### src/rtl/duck_pkg.sv
// Shared types and sprite geometry for the duck sprite sequencer.
//   duck_state_t : duck life-cycle states, exported on duck_sprite_ctrl.state
//   SPRITE_W/H   : sprite box size in pixels
//   NUM_FRAMES   : animation frames in the duck ROM set
package duck_pkg;

  typedef enum logic [2:0] {
    IDLE   = 3'd0,
    FLY    = 3'd1,
    HIT    = 3'd2,
    FALL   = 3'd3,
    ESCAPE = 3'd4
  } duck_state_t;

  localparam int unsigned SPRITE_W   = 64;
  localparam int unsigned SPRITE_H   = 64;
  localparam int unsigned NUM_FRAMES = 4;

endpackage

### src/rtl/duck_pixel_pipe.sv
// Pixel path for the duck sprite: box test, ROM address generation and
// alignment of the in-box flag with the 1-cycle ROM read.
//   clock, reset          : system clock, synchronous active-high reset
//   active                : duck is visible (not IDLE)
//   draw_x, draw_y        : current pixel coordinate
//   duck_x, duck_y        : sprite top-left corner
//   rom_q                 : colour index returned one cycle after rom_address
//   rom_address           : {2'b00, row, col} within the sprite
//   pixel_on, pixel_idx   : opaque flag and index, 2 cycles after draw_x/draw_y
module duck_pixel_pipe
  import duck_pkg::*;
(
  input  logic        clock,
  input  logic        reset,
  input  logic        active,
  input  logic [9:0]  draw_x,
  input  logic [9:0]  draw_y,
  input  logic [9:0]  duck_x,
  input  logic [9:0]  duck_y,
  input  logic [3:0]  rom_q,
  output logic [13:0] rom_address,
  output logic        pixel_on,
  output logic [3:0]  pixel_idx
);

  logic [10:0] dx;
  logic [10:0] dy;
  logic        in_box;
  logic        in_box_q;
  logic        pixel_on_d;

  // A pixel left of / above the sprite wraps to a large unsigned value,
  // so one unsigned compare per axis covers both edges.
  assign dx = {1'b0, draw_x} - {1'b0, duck_x};
  assign dy = {1'b0, draw_y} - {1'b0, duck_y};

  assign in_box      = active && (dx < 11'(SPRITE_W)) && (dy < 11'(SPRITE_H));
  assign rom_address = {2'b00, dy[5:0], dx[5:0]};
  assign pixel_on_d  = in_box_q && (rom_q != 4'd0);

  always_ff @(posedge clock) begin
    if (reset) begin
      in_box_q  <= 1'b0;
      pixel_on  <= 1'b0;
      pixel_idx <= 4'd0;
    end else begin
      in_box_q  <= in_box;
      pixel_on  <= pixel_on_d;
      pixel_idx <= pixel_on_d ? rom_q : 4'd0;
    end
  end

endmodule

### src/rtl/duck_sprite_ctrl.sv
// Duck sprite sequencer: state machine, screen position, animation frame and
// the pixel path feeding the colour mapper.
//   clock, reset      : system clock, synchronous active-high reset
//   frame_tick        : one pulse per video frame; all motion happens on it
//   start, shot       : launch (IDLE only) and hit (FLY only) requests
//   draw_x, draw_y    : current pixel coordinate
//   rom_q             : duck ROM colour index, 1 cycle after rom_address
//   rom_frame         : ROM frame select 0..3
//   rom_address       : ROM address within the selected frame
//   pixel_on/idx      : duck pixel opaque flag and colour index
//   duck_x, duck_y    : sprite top-left corner
//   state             : current duck state
//   fell, escaped     : one-cycle pulses on returning to IDLE
module duck_sprite_ctrl
  import duck_pkg::*;
#(
  parameter int unsigned SCREEN_W     = 640,
  parameter int unsigned GROUND_Y     = 400,
  parameter int unsigned START_X      = 64,
  parameter int unsigned START_Y      = 336,
  parameter int unsigned ANIM_DIV     = 6,
  parameter int unsigned FLY_DX       = 2,
  parameter int unsigned FLY_DY       = 1,
  parameter int unsigned FALL_DY      = 4,
  parameter int unsigned HIT_TICKS    = 30,
  parameter int unsigned ESCAPE_TICKS = 600
) (
  input  logic        clock,
  input  logic        reset,
  input  logic        frame_tick,
  input  logic        start,
  input  logic        shot,
  input  logic [9:0]  draw_x,
  input  logic [9:0]  draw_y,
  input  logic [3:0]  rom_q,
  output logic [4:0]  rom_frame,
  output logic [13:0] rom_address,
  output logic        pixel_on,
  output logic [3:0]  pixel_idx,
  output logic [9:0]  duck_x,
  output logic [9:0]  duck_y,
  output duck_state_t state,
  output logic        fell,
  output logic        escaped
);

  localparam logic signed [10:0] FlyDx   = 11'(FLY_DX);
  localparam logic signed [10:0] XMax    = 11'(SCREEN_W - SPRITE_W);
  localparam logic [9:0]         FlyDy   = 10'(FLY_DY);
  localparam logic [9:0]         FallDy  = 10'(FALL_DY);
  localparam logic [10:0]        GroundY = 11'(GROUND_Y);
  localparam logic [9:0]         StartX  = 10'(START_X);
  localparam logic [9:0]         StartY  = 10'(START_Y);
  localparam logic [15:0]        AnimLast = 16'(ANIM_DIV - 1);
  localparam logic [15:0]        EscLast  = 16'(ESCAPE_TICKS - 1);
  localparam logic [15:0]        HitLast  = 16'(HIT_TICKS - 1);

  duck_state_t state_q, state_d;
  logic [9:0]  x_q, x_d;
  logic [9:0]  y_q, y_d;
  logic        dir_left_q, dir_left_d;
  logic [1:0]  frame_q, frame_d;
  logic [15:0] anim_q, anim_d;
  logic [15:0] esc_q, esc_d;
  logic [15:0] hit_q, hit_d;
  logic        fell_q, fell_d;
  logic        escaped_q, escaped_d;

  logic signed [10:0] x_step;
  logic [9:0]         y_fly;
  logic [9:0]         y_rise;
  logic [10:0]        y_fall;
  logic [15:0]        anim_next;
  logic [1:0]         frame_next;

  // Candidate per-tick updates; the FSM picks which ones apply.
  always_comb begin
    x_step = dir_left_q ? (signed'({1'b0, x_q}) - FlyDx) : (signed'({1'b0, x_q}) + FlyDx);
    y_fly  = (y_q >= FlyDy) ? (y_q - FlyDy) : 10'd0;
    y_rise = (y_q >= FallDy) ? (y_q - FallDy) : 10'd0;
    y_fall = {1'b0, y_q} + {1'b0, FallDy};
    if (y_fall >= GroundY) begin
      y_fall = GroundY;
    end
    if (anim_q == AnimLast) begin
      anim_next  = 16'd0;
      frame_next = frame_q + 2'd1;
    end else begin
      anim_next  = anim_q + 16'd1;
      frame_next = frame_q;
    end
  end

  always_comb begin
    state_d    = state_q;
    x_d        = x_q;
    y_d        = y_q;
    dir_left_d = dir_left_q;
    frame_d    = frame_q;
    anim_d     = anim_q;
    esc_d      = esc_q;
    hit_d      = hit_q;
    fell_d     = 1'b0;
    escaped_d  = 1'b0;

    case (state_q)
      IDLE: begin
        if (start) begin
          state_d    = FLY;
          x_d        = StartX;
          y_d        = StartY;
          dir_left_d = 1'b0;
          frame_d    = 2'd0;
          anim_d     = 16'd0;
          esc_d      = 16'd0;
          hit_d      = 16'd0;
        end
      end
      FLY: begin
        // A shot in the same cycle as a tick suppresses that tick's motion.
        if (shot) begin
          state_d = HIT;
          hit_d   = 16'd0;
        end else if (frame_tick) begin
          // Reaching either wall turns the duck so the next tick moves away.
          if (x_step >= XMax) begin
            x_d        = XMax[9:0];
            dir_left_d = 1'b1;
          end else if (x_step <= 11'sd0) begin
            x_d        = 10'd0;
            dir_left_d = 1'b0;
          end else begin
            x_d = x_step[9:0];
          end
          y_d     = y_fly;
          anim_d  = anim_next;
          frame_d = frame_next;
          esc_d   = esc_q + 16'd1;
          if (esc_q == EscLast) begin
            state_d = ESCAPE;
          end
        end
      end
      HIT: begin
        if (frame_tick) begin
          if (hit_q == HitLast) begin
            state_d = FALL;
          end else begin
            hit_d = hit_q + 16'd1;
          end
        end
      end
      FALL: begin
        if (frame_tick) begin
          y_d = y_fall[9:0];
          if (y_fall >= GroundY) begin
            state_d = IDLE;
            fell_d  = 1'b1;
          end
        end
      end
      ESCAPE: begin
        if (frame_tick) begin
          y_d     = y_rise;
          anim_d  = anim_next;
          frame_d = frame_next;
          if (y_rise == 10'd0) begin
            state_d   = IDLE;
            escaped_d = 1'b1;
          end
        end
      end
      default: state_d = IDLE;
    endcase
  end

  always_ff @(posedge clock) begin
    if (reset) begin
      state_q    <= IDLE;
      x_q        <= StartX;
      y_q        <= StartY;
      dir_left_q <= 1'b0;
      frame_q    <= 2'd0;
      anim_q     <= 16'd0;
      esc_q      <= 16'd0;
      hit_q      <= 16'd0;
      fell_q     <= 1'b0;
      escaped_q  <= 1'b0;
    end else begin
      state_q    <= state_d;
      x_q        <= x_d;
      y_q        <= y_d;
      dir_left_q <= dir_left_d;
      frame_q    <= frame_d;
      anim_q     <= anim_d;
      esc_q      <= esc_d;
      hit_q      <= hit_d;
      fell_q     <= fell_d;
      escaped_q  <= escaped_d;
    end
  end

  // HIT shows the stunned pose (frame 0), FALL the falling pose (frame 3).
  always_comb begin
    case (state_q)
      HIT:     rom_frame = 5'd0;
      FALL:    rom_frame = 5'd3;
      default: rom_frame = {3'b000, frame_q};
    endcase
  end

  assign duck_x  = x_q;
  assign duck_y  = y_q;
  assign state   = state_q;
  assign fell    = fell_q;
  assign escaped = escaped_q;

  duck_pixel_pipe u_pixel_pipe (
    .clock       (clock),
    .reset       (reset),
    .active      (state_q != IDLE),
    .draw_x      (draw_x),
    .draw_y      (draw_y),
    .duck_x      (x_q),
    .duck_y      (y_q),
    .rom_q       (rom_q),
    .rom_address (rom_address),
    .pixel_on    (pixel_on),
    .pixel_idx   (pixel_idx)
  );

endmodule

### config.mk
export PLATFORM = sky130hd
export DESIGN_NAME = duck_sprite_ctrl
export DESIGN_NICKNAME = d
export VERILOG_FILES = /design/src/rtl/duck_pkg.sv /design/src/rtl/duck_pixel_pipe.sv /design/src/rtl/duck_sprite_ctrl.sv
export SDC_FILE = /design/constraint.sdc
export NUM_CORES = 1
export LEC_CHECK = 0
export ABC_AREA = 1
export CAP_MARGIN = 20
export CORE_MARGIN = 2
export CORE_UTILIZATION = 63
export CTS_BUF_LIST = sky130_fd_sc_hd__clkbuf_8
export DETAILED_ROUTE_END_ITERATION = 10
export PLACE_DENSITY = 0.93
export REMOVE_ABC_BUFFERS = 1
export SYNTH_ARGS = -nofsm -noshare
export SYNTH_HDL_FRONTEND = slang
export SYNTH_SLANG_ARGS = --single-unit
### constraint.sdc
create_clock -name clock -period 3.05 [get_ports clock]
set_input_delay 0.61 -clock clock [delete_from_list [all_inputs] [get_ports clock]]
set_output_delay 0.61 -clock clock [all_outputs]
set_load 0.1 [all_outputs]
# == Word level (Yosys, flattened, before mapping) ==
# Index checks and enable logic that the tools add are counted.
# word_totals
ff_bits,82
input_bits,29
output_inout_bits,49
word_cells,130
# op_classes
add_sub_neg,11
order_cmp,8
n_eq_ne,21
muxes,53
bitwise_logic,4
n_reduce_logical,20
# ops
op,count
$mux 16,9
$mux 10,12
$pmux 16 s3,2
$add 16x1->16 const B,3
$pmux 10 s4,1
$pmux 16 s2,1
$mux 3,10
$ge 11x9->1 const B,2
$lt 11x7->1 const B,2
$mux 11,2
$ne 2x2->1 const B,11
$sub 10x10->11,2
$pmux 10 s2,1
$eq 16x10->1 const B,1
$eq 16x3->1 const B,1
$eq 16x5->1 const B,1
$pmux 3 s5,1
$add 10x2->11 const B,1
$add 10x3->11 const B,1
$ge 11x11->1 const B,1
$le 11x1->1 const B,1
$sub 10x2->11 const B,1
$ge 10x1->1 const B,1
$ge 10x3->1 const B,1
other kinds (26),48

# == Depth between registers and ports, before layout ==
# Gate-level depths: netlist of run 1.
# logic_depth
word_depth,8
ltp_mapped,16
depth_no_buf,15

# == Modules after synthesis ==
# From an unflattened synthesis of run 1, not the netlist that was laid out.
# unflattened
cells_unflattened,1024
area_unflattened_um2,6389.9
# by_module_without_submodules
mod,n_inst,cells_each,area_per_inst_um2,seq_area_each_um2
duck_sprite_ctrl,1,774,5027.3,1501.4
duck_pixel_pipe,1,250,1362.6,120.1

# == Least setup slack after synthesis of run 1 ==
# OpenSTA, ideal clock, no wires.
# synth_timing
path_type,register -> output
start,register y_q[2] (netlist: duck_y[2])
end,output port rom_address[11]
arrival_time_ns,3.800
t_required_ns,2.440
path_slack_ns,-1.360
path_stages_with_launch,8
path_buffers,0
path_cell_list,dfxtp_1 -> inv_1 -> ha_1 -> nand2_1 -> o21ai_0 -> a21oi_1 -> o21ai_0 -> xor2_1
# synth_via
elab_chain_len,1
# synth_lines
item,line_no,text
"start, declared",duck_sprite_ctrl.sv:60,"logic [9:0] y_q, y_d;"
"start signal, assigned",duck_sprite_ctrl.sv:181,y_q <= StartY;
"start signal, assigned",duck_sprite_ctrl.sv:192,y_q <= y_d;
$sub 10x10->11,duck_pixel_pipe.sv:35,"assign dy = {1'b0, draw_y} - {1'b0, duck_y};"
"end, declared",duck_sprite_ctrl.sv:37,"output logic [13:0] rom_address,"
# Every way passes these cells.

# == Worst setup path after layout of run 1 ==
# layout_timing
start,input port draw_y[2]
end,output port rom_address[11]
# layout_via
elab_chain_len,1
# layout_lines
item,line_no,text
"start, declared",duck_sprite_ctrl.sv:34,"input logic [9:0] draw_y,"
$sub 10x10->11,duck_pixel_pipe.sv:35,
# Every way passes these cells.

==> results of run 1 <==
[per-layer routing]
metal	track usage [%]	up-vias	routed length, um	part of all wire, %
met5	0	-	0	0
met4	10.5	0	417	2.6
met3	4.68	46	1000	6.3
met2	50.3	260	7460	47
met1	37.6	3006	6930	44
li1	-	3394	-	-
[cell families (layout without fill, tap and decap cells)]
logic type / Yosys count / in the layout / share of synthesized area [%]
buffers and inverters: 187 / 264 / 12.0
adder cells (fa/ha/maj): 40 / 40 / 8.21
other: 1 / 7 / 0.0588
AO/OA/AOI/OAI: 139 / 139 / 12.0
flip-flops: 81 / 81 / 25.4
XOR/XNOR: 37 / 37 / 5.09
AND/OR/NAND/NOR: 524 / 524 / 37.2
[power groups by stage]
stage / Combinational [W] / Clock (W) / Sequential [W]
2_1_floorplan: 0.00207 / 0 / 0.00165
3_3_place_gp: 0.00336 / 0 / 0.00127
3_5_place_dp: 0.00340 / 0 / 0.00127
4_1_cts: 0.00344 / 0.000934 / 0.00125
5_1_grt: 0.00376 / 0.000984 / 0.00127
6_report: 0.00349 / 0.000925 / 0.00126
[synth_stat cells (all sizes together) (2+ instances only)]
| cell | n | share of area (%) |
|---|---|---|
| clkbuf | 6 | 0.35 |
| nand3 | 69 | 5.8 |
| dfxtp | 81 | 25 |
| o21a | 2 | 0.24 |
| nand3b | 5 | 0.79 |
| nor3 | 34 | 3.1 |
| fa | 3 | 0.94 |
| o21bai | 4 | 0.47 |
| o22ai | 5 | 0.49 |
| nor4 | 8 | 0.79 |
| nor3b | 3 | 0.35 |
| nand4 | 25 | 2.5 |
| xor2 | 29 | 4.0 |
| clkinv | 3 | 0.18 |
| a22oi | 2 | 0.31 |
| buf | 17 | 1.9 |
| ha | 37 | 7.3 |
| nor2 | 122 | 8.1 |
| o21ai | 43 | 3.4 |
| a21oi | 77 | 6.1 |
| nand2 | 256 | 16 |
| inv | 161 | 9.5 |
| xnor2 | 8 | 1.1 |
[metrics by stage]
stage | util [%] | std cells
floorplan | - | 992
global placement | 74.3 | 1209
detailed placement | 74.3 | 1209
CTS | 76.8 | 1225
global route | 77.0 | 1225
finish | 77.0 | 1225
[path summary, 6_finish.rpt]
| kind | from | end | slack [ns] | depth (start not counted) |
|---|---|---|---|---|
| worst max register to register | state[0] | anim_q[11] | 0.55 | 11 |
| worst max-delay path | draw_y[2] | rom_address[11] | 0.09 | 8 |
| worst min-delay path | frame_q[1] | frame_q[1] | 0.48 | 2 |
| worst min register to register | frame_q[1] | frame_q[1] | 0.48 | 2 |
[state kept, by name (all words and copies together), names as in the netlist]
signal and cells:
anim_q 16, dir_left_q 1, duck_x 9, duck_y 10, esc_q 16, escaped 1, fell 1, frame_q 2
hit_q 16, state 3, u_pixel_pipe.in_box_q 1, u_pixel_pipe.pixel_idx 4, u_pixel_pipe.pixel_on 1
[cell type report]
type	count	area share (%)
clock buffer	9	1.64
clock inverter	7	1.45
inverter	164	8.21
multi-input combinational	747	53.6
sequential	81	21.5
tap	133	2.21
timing repair buffer	84	11.3
[worst register-to-register path, delay by kind of cell (launching register included)]
family / cells / cell delay (ns)
AOI/OAI and AO/OA: 3 / 0.39
buffers and inverters: 2 / 0.32
DFF: 1 / 0.57
and+or+nand+nor: 6 / 1.10
[placed cells by master, fill, tap and decap left out, drive strengths merged, types with 3 or more instances in the layout]
master,n
nor3b,3
conb,7
nand2,256
nand3b,5
o22ai,5
nand3,69
a21oi,77
o21ai,43
clkinv,4
clkbuf,10
o21bai,4
ha,37
nand4,25
fa,3
inv,165
xnor2,8
nor3,34
xor2,29
clkdlybuf4s50,27
nor4,8
nor2,122
dfxtp,81
buf,56
[what timing repair did]
| action | CTS | global route |
|---|---|---|
| endpoints found under the setup margin | 2 | 3 |
| resized for setup | 2 | 6 |
| pin swaps | 1 | 2 |
==> results.md, run 1 <==
- Outcome: complete, no violations
- TritonCTS clock tree: yes
- CTS Hold Bufs: 0
- Gate power share: 61.5%
- DP HPWL: about 12 mm
- Crit path capture type: output pin
- Critical-path cell list: clkdlybuf4s50_1 -> ha_4 -> nand2_1 -> o21ai_1 -> a21oi_1 -> o21ai_1 -> xor2_1 -> clkbuf_16
- Total number of vias: ~6700
- Clock Sinks: approximately 80
- Crit-path max FO: 4
- Largest incremental delay on the critical path: ~0.45 ns
- Vias per inst: roughly 5.5
- Fmax: ~340 MHz
- Fillers: 769
- Residual DRC: 0
- CP delay by family, top: buffers and inverters
- Leak Pwr: around 3.4 nW
- Worst setup path class: input port to output pin
- Setup Skew: roughly 0.010 ns
- Worst setup SP type: input port
- CP arrival: between 2 and 2.5 ns
- Unrepaired setup endpoints after global routing: yes
- Largest net degree at the start of global routing: 26
- Syn avg cell area: about 6.3 um2
- Max cap viols: 0
- H-tree levels: 3
- Synth Register Bits: 81
- GRT Util Overall: 29.4%
- Initial antenna violation count: 0
- Setup TNS: 0 ns
- Die height: ~100 um
- Pre-CTS setup slack: -0.0516 ns
- Clock-pin slew of the registers on the worst-case setup and hold paths: 0.09 ns
- Die ar.: around 11000 um2
- Core Box Area: approximately 9800 um2
- Wirelength per Cell: roughly 13 um
- Area occupied by multi-input gates: 4040 um2
- Post-synth ARST share: 0%
- GP Congestion: around 0.96
- Seq/Total Area, Yosys: ~25%
- Cell area after synthesis: roughly 6400 um2
- CTS Buffer Depth: 2
- Final worst slack: approximately 0.09 ns
- Via count of the first global-routing pass: 6092
- Slowest cell on the critical path: clkdlybuf4s50_1
- Power, Total: 0.00567 W
- Seq pwr share: 22.2%
- Int Pwr: around 0.0027 W
- Starting density of the core: roughly two thirds
- Post-DRT Antenna Nets: 0
- Final instance area: around 7500 um2
- Nets: 1156
- Syn Inst Count: just over 1000
- Synth Flop Type: dfxtp_1
- Fin crit period: approximately 3.0 ns
- Overflow after GRT: 0
- Switching part of the total: between 50% and 60%
- Root Buffer: clkbuf_8
- Number of synthesized flops with an enable pin: 0
- IO Count: just under 80
- Setup bufs post-CTS: 0
- Layout cell share with drive strength beyond 1: 11.5%
- WHS: 0.480 ns
- Antenna diodes: 0
- Initial DRC count: roughly 500
- Crit path buf inv count: 2
- Hold Path Class: flip-flop to flip-flop
- Slew HR: 58.2%
- Clk pwr share: around 16%
- DRT Wirelength: 15.8 mm
- Placed Instance Area: 7260 um2
- Max Slew Vio Count: 0
- Critical path's most frequent cell: o21ai_1
- Die Width: 105 um
- Power Dens Cells: between 700 and 800 nW/um2
- Max IR drop VDD: ~1.1 mV
- Sequential Area: 1620 um2
- Yosys warns: 0
- Final Setup Violations: 0
- # rows: 36
- Period utilization: ~97%
- Net Sw Power: about 0.0030 W
- Final hold violation count: 0
- First-pass iteration count of the detailed router: 8
- Input/output buffers: 69
- Slew @ Worst Pin: 0.623 ns
- Global-route wire length before repair: between 20 and 30 mm
- Clock latency at the later pin of the worst-skew pair: 0.37 ns
- WP data required: approximately 2.4 ns
- Num CTS Buffers: 9
- Post-synth cell types: 47
- Area grow syn2layout: 18.2%
No activity file was read; power rests on OpenSTA's default activity.
==> run 2, diff against run 1 <==
HOLD_SLACK_MARGIN = 0.12   (was default)
==> results of run 2 <==
The final DEF is identical to that of run 1; final timing and power are the same.
==> run 3, diff against run 2 <==
CORE_ASPECT_RATIO = 1.75   (was default)
==> results.md, run 3 (synthesis gave the netlist of run 1 again) <==
- Outcome: complete, no violations
- Slew HR: 56.4% (-1.8 points)
- Net Sw Power: 0.00304 W (+0.67%)
- Num CTS Buffers: 9 (unchanged)
- Post-DRT Antenna Nets: 0 (unchanged)
- Biggest regs: anim_q (16), esc_q (16), hit_q (16)
- Root Buffer: clkbuf_8
- Fmax: 336 MHz (-0.49%)
- Seq pwr share: 22.3% (about the same)
- Max Slew Vio Count: 0 (unchanged)
- Area grow syn2layout: 17.5%
- Final Setup Violations: 0 (unchanged)
- H-tree levels: 3 (unchanged)
- Clock Sinks: 81 (unchanged)
- Overflow after GRT: 0 (unchanged)
- Hold Path Class: flip-flop to flip-flop
- Leak Pwr: 3.37 nW (-0.76%)
- Crit path capture type: output pin
- Starting density of the core: 64.7% (-0.50 points)
- Die Width: 80.0 um (-23%)
- Wirelength per Cell: 13.8 um (+6.8%)
- Initial antenna violation count: 0 (unchanged)
- Period utilization: 97.5% (+0.47 points)
- Slew @ Worst Pin: 0.649 ns (+0.0262 ns)
- CTS Buffer Depth: 2 (unchanged)
- Crit-path max FO: 2 (-2)
- Power Dens Cells: 740 nW/um2 (-1.7%)
- CP arrival: 2.37 ns (+0.02 ns)
- CTS Hold Bufs: 0 (unchanged)
- TritonCTS clock tree: yes
- Setup Skew: 0.00739 ns (-0.00286 ns)
- GP Congestion: 0.984 (+1.9%)
- Initial DRC count: 441 (-12%)
- Worst setup SP type: input port
- DRT Wirelength: 16.8 mm (+6.2%)
- Clk pwr share: 13.3% (-3.0 points)
- Switching part of the total: 54.8% (+1.6 points)
- # rows: 48 (+33%)
- Antenna diodes: 0 (unchanged)
- Int Pwr: 0.00250 W (-5.7%)
- Die height: 137 um (+31%)
- DP HPWL: 13.1 mm (+9.0%)
- Layout cell share with drive strength beyond 1: 11.7% (+0.17 points)
- Global-route wire length before repair: 28.0 mm (+3.9%)
- GRT Util Overall: 31.8% (+2.4 points)
- Most frequent cells in the layout: 244 x nand2_1, 152 x inv_1, 110 x nor2_1
- Input/output buffers: 69 (unchanged)
- Max cap viols: 0 (unchanged)
- Nets: 1157 (+0.087%)
- Clock-pin slew of the registers on the worst-case setup and hold paths: 0.08 ns (about the same)
- Die ar.: 11000 um2 (+0.29%)
- Number of placed cells counting well taps: 1202 (-0.58%)
- Layout Cells excl Fill: 1218 (-0.57%)
- Setup bufs post-CTS: 0 (unchanged)
- WP data required: 2.44 ns (about the same)
- Final hold violation count: 0 (unchanged)
- Fin crit period: 2.98 ns (+0.0145 ns)
- Most common library cell in the layout ignoring fill and taps: nand2_1
- Clock latency at the later pin of the worst-skew pair: 0.38 ns (about the same)
- First-pass iteration count of the detailed router: 5 (-3)
- Vias per inst: 5.60 (+2.3%)
- Core Util, Final: 76.0% (-1.0 points)
- IO Count: 78 (unchanged)
- Residual DRC: 0 (unchanged)
- Largest net degree at the start of global routing: 24 (-7.7%)
- Gate power share: 64.4% (+2.9 points)
- Total number of vias: 6824 (+1.8%)
- Reg2reg setup slack: 0.50 ns (-0.05 ns)
- Core Box Area: 9850 um2 (+0.77%)
- Worst setup path class: input port to output pin
- Power, Total: 0.00554 W (-2.3%)
- Via count of the first global-routing pass: 6608 (+8.5%)
- Max IR drop VDD: 0.559 mV (-51%)
-- run 3: changes by cell type in the layout (fill, tap and decap cells not counted) --
cell,previous run,this run
clkinvlp_4,0,2
xor2_1,28,27
a21oi_2,1,2
clkinv_2,0,2
a21oi_1,76,75
inv_6,2,1
clkbuf_8,9,10
buf_4,45,46
inv_8,2,0
bufinv_16,2,0
xor2_2,1,2
dfxtp_1,80,81
dfxtp_2,1,0
-- run 3: path summary, 6_finish.rpt --
check        startpoint         endpoint  cells past startpoint
max           draw_y[0]  rom_address[10]                      9
min          frame_q[0]       frame_q[0]                      1
max reg2reg   duck_x[1]        duck_x[3]                     13
min reg2reg  frame_q[0]       frame_q[0]                      1
-- run 3: layer usage --
layer  wire (um)  share of wire, %  track usage [%]
met3         835               5.0             6.99
met2        8920                53             58.8
met1        5980                36             30.7
met4        1050               6.2             21.1
met5           0                 0                0
-- run 3: power groups by stage --
| stage | Combinational [W] | Sequential [W] | Clock, W |
|---|---|---|---|
| 2_1_floorplan | 0.00207 | 0.00165 | 0 |
| 3_3_place_gp | 0.00342 | 0.00126 | 0 |
| 3_5_place_dp | 0.00347 | 0.00126 | 0 |
| 4_1_cts | 0.00351 | 0.00123 | 0.000753 |
| 5_1_grt | 0.00383 | 0.00125 | 0.000793 |
| 6_report | 0.00357 | 0.00124 | 0.000736 |
-- run 3: critical path, stage by stage --
cell and delay, ns:
clkdlybuf4s50_1 0.45, inv_1 0.04, ha_1 0.21, fa_2 0.37, inv_1 0.08, nand3_1 0.08, nand3_2 0.10, xor2_2 0.21
buf_12 0.21
-- run 3: area by class of cell --
class	count	area, um2
clock buffers	10	138
clock inverters	6	42.5
fillers	781	2360
inverters	164	618
multi-input cells	747	4050
flip-flops and latches	81	1620
well taps	125	156
repair buffers	85	861
-- run 3: through the flow --
stage | hold WS [ns] | setup WS, ns | area [um2] | TNS (ns)
global route | 0.502 | -0.0164 | 7490 | -0.0164
global placement | 0.455 | -0.0369 | 7260 | -0.0369
finish | 0.474 | 0.0749 | 7490 | 0
CTS | 0.476 | -0.0165 | 7450 | -0.0165
detailed placement | 0.463 | -0.0661 | 7260 | -0.0973
floorplan | 0.410 | -1.36 | 6250 | -8.14
-- run 3: what timing repair did --
item	in CTS	in global routing
pin swaps	1	3
gates resized for setup	2	7
endpoints found under the setup margin	2	4
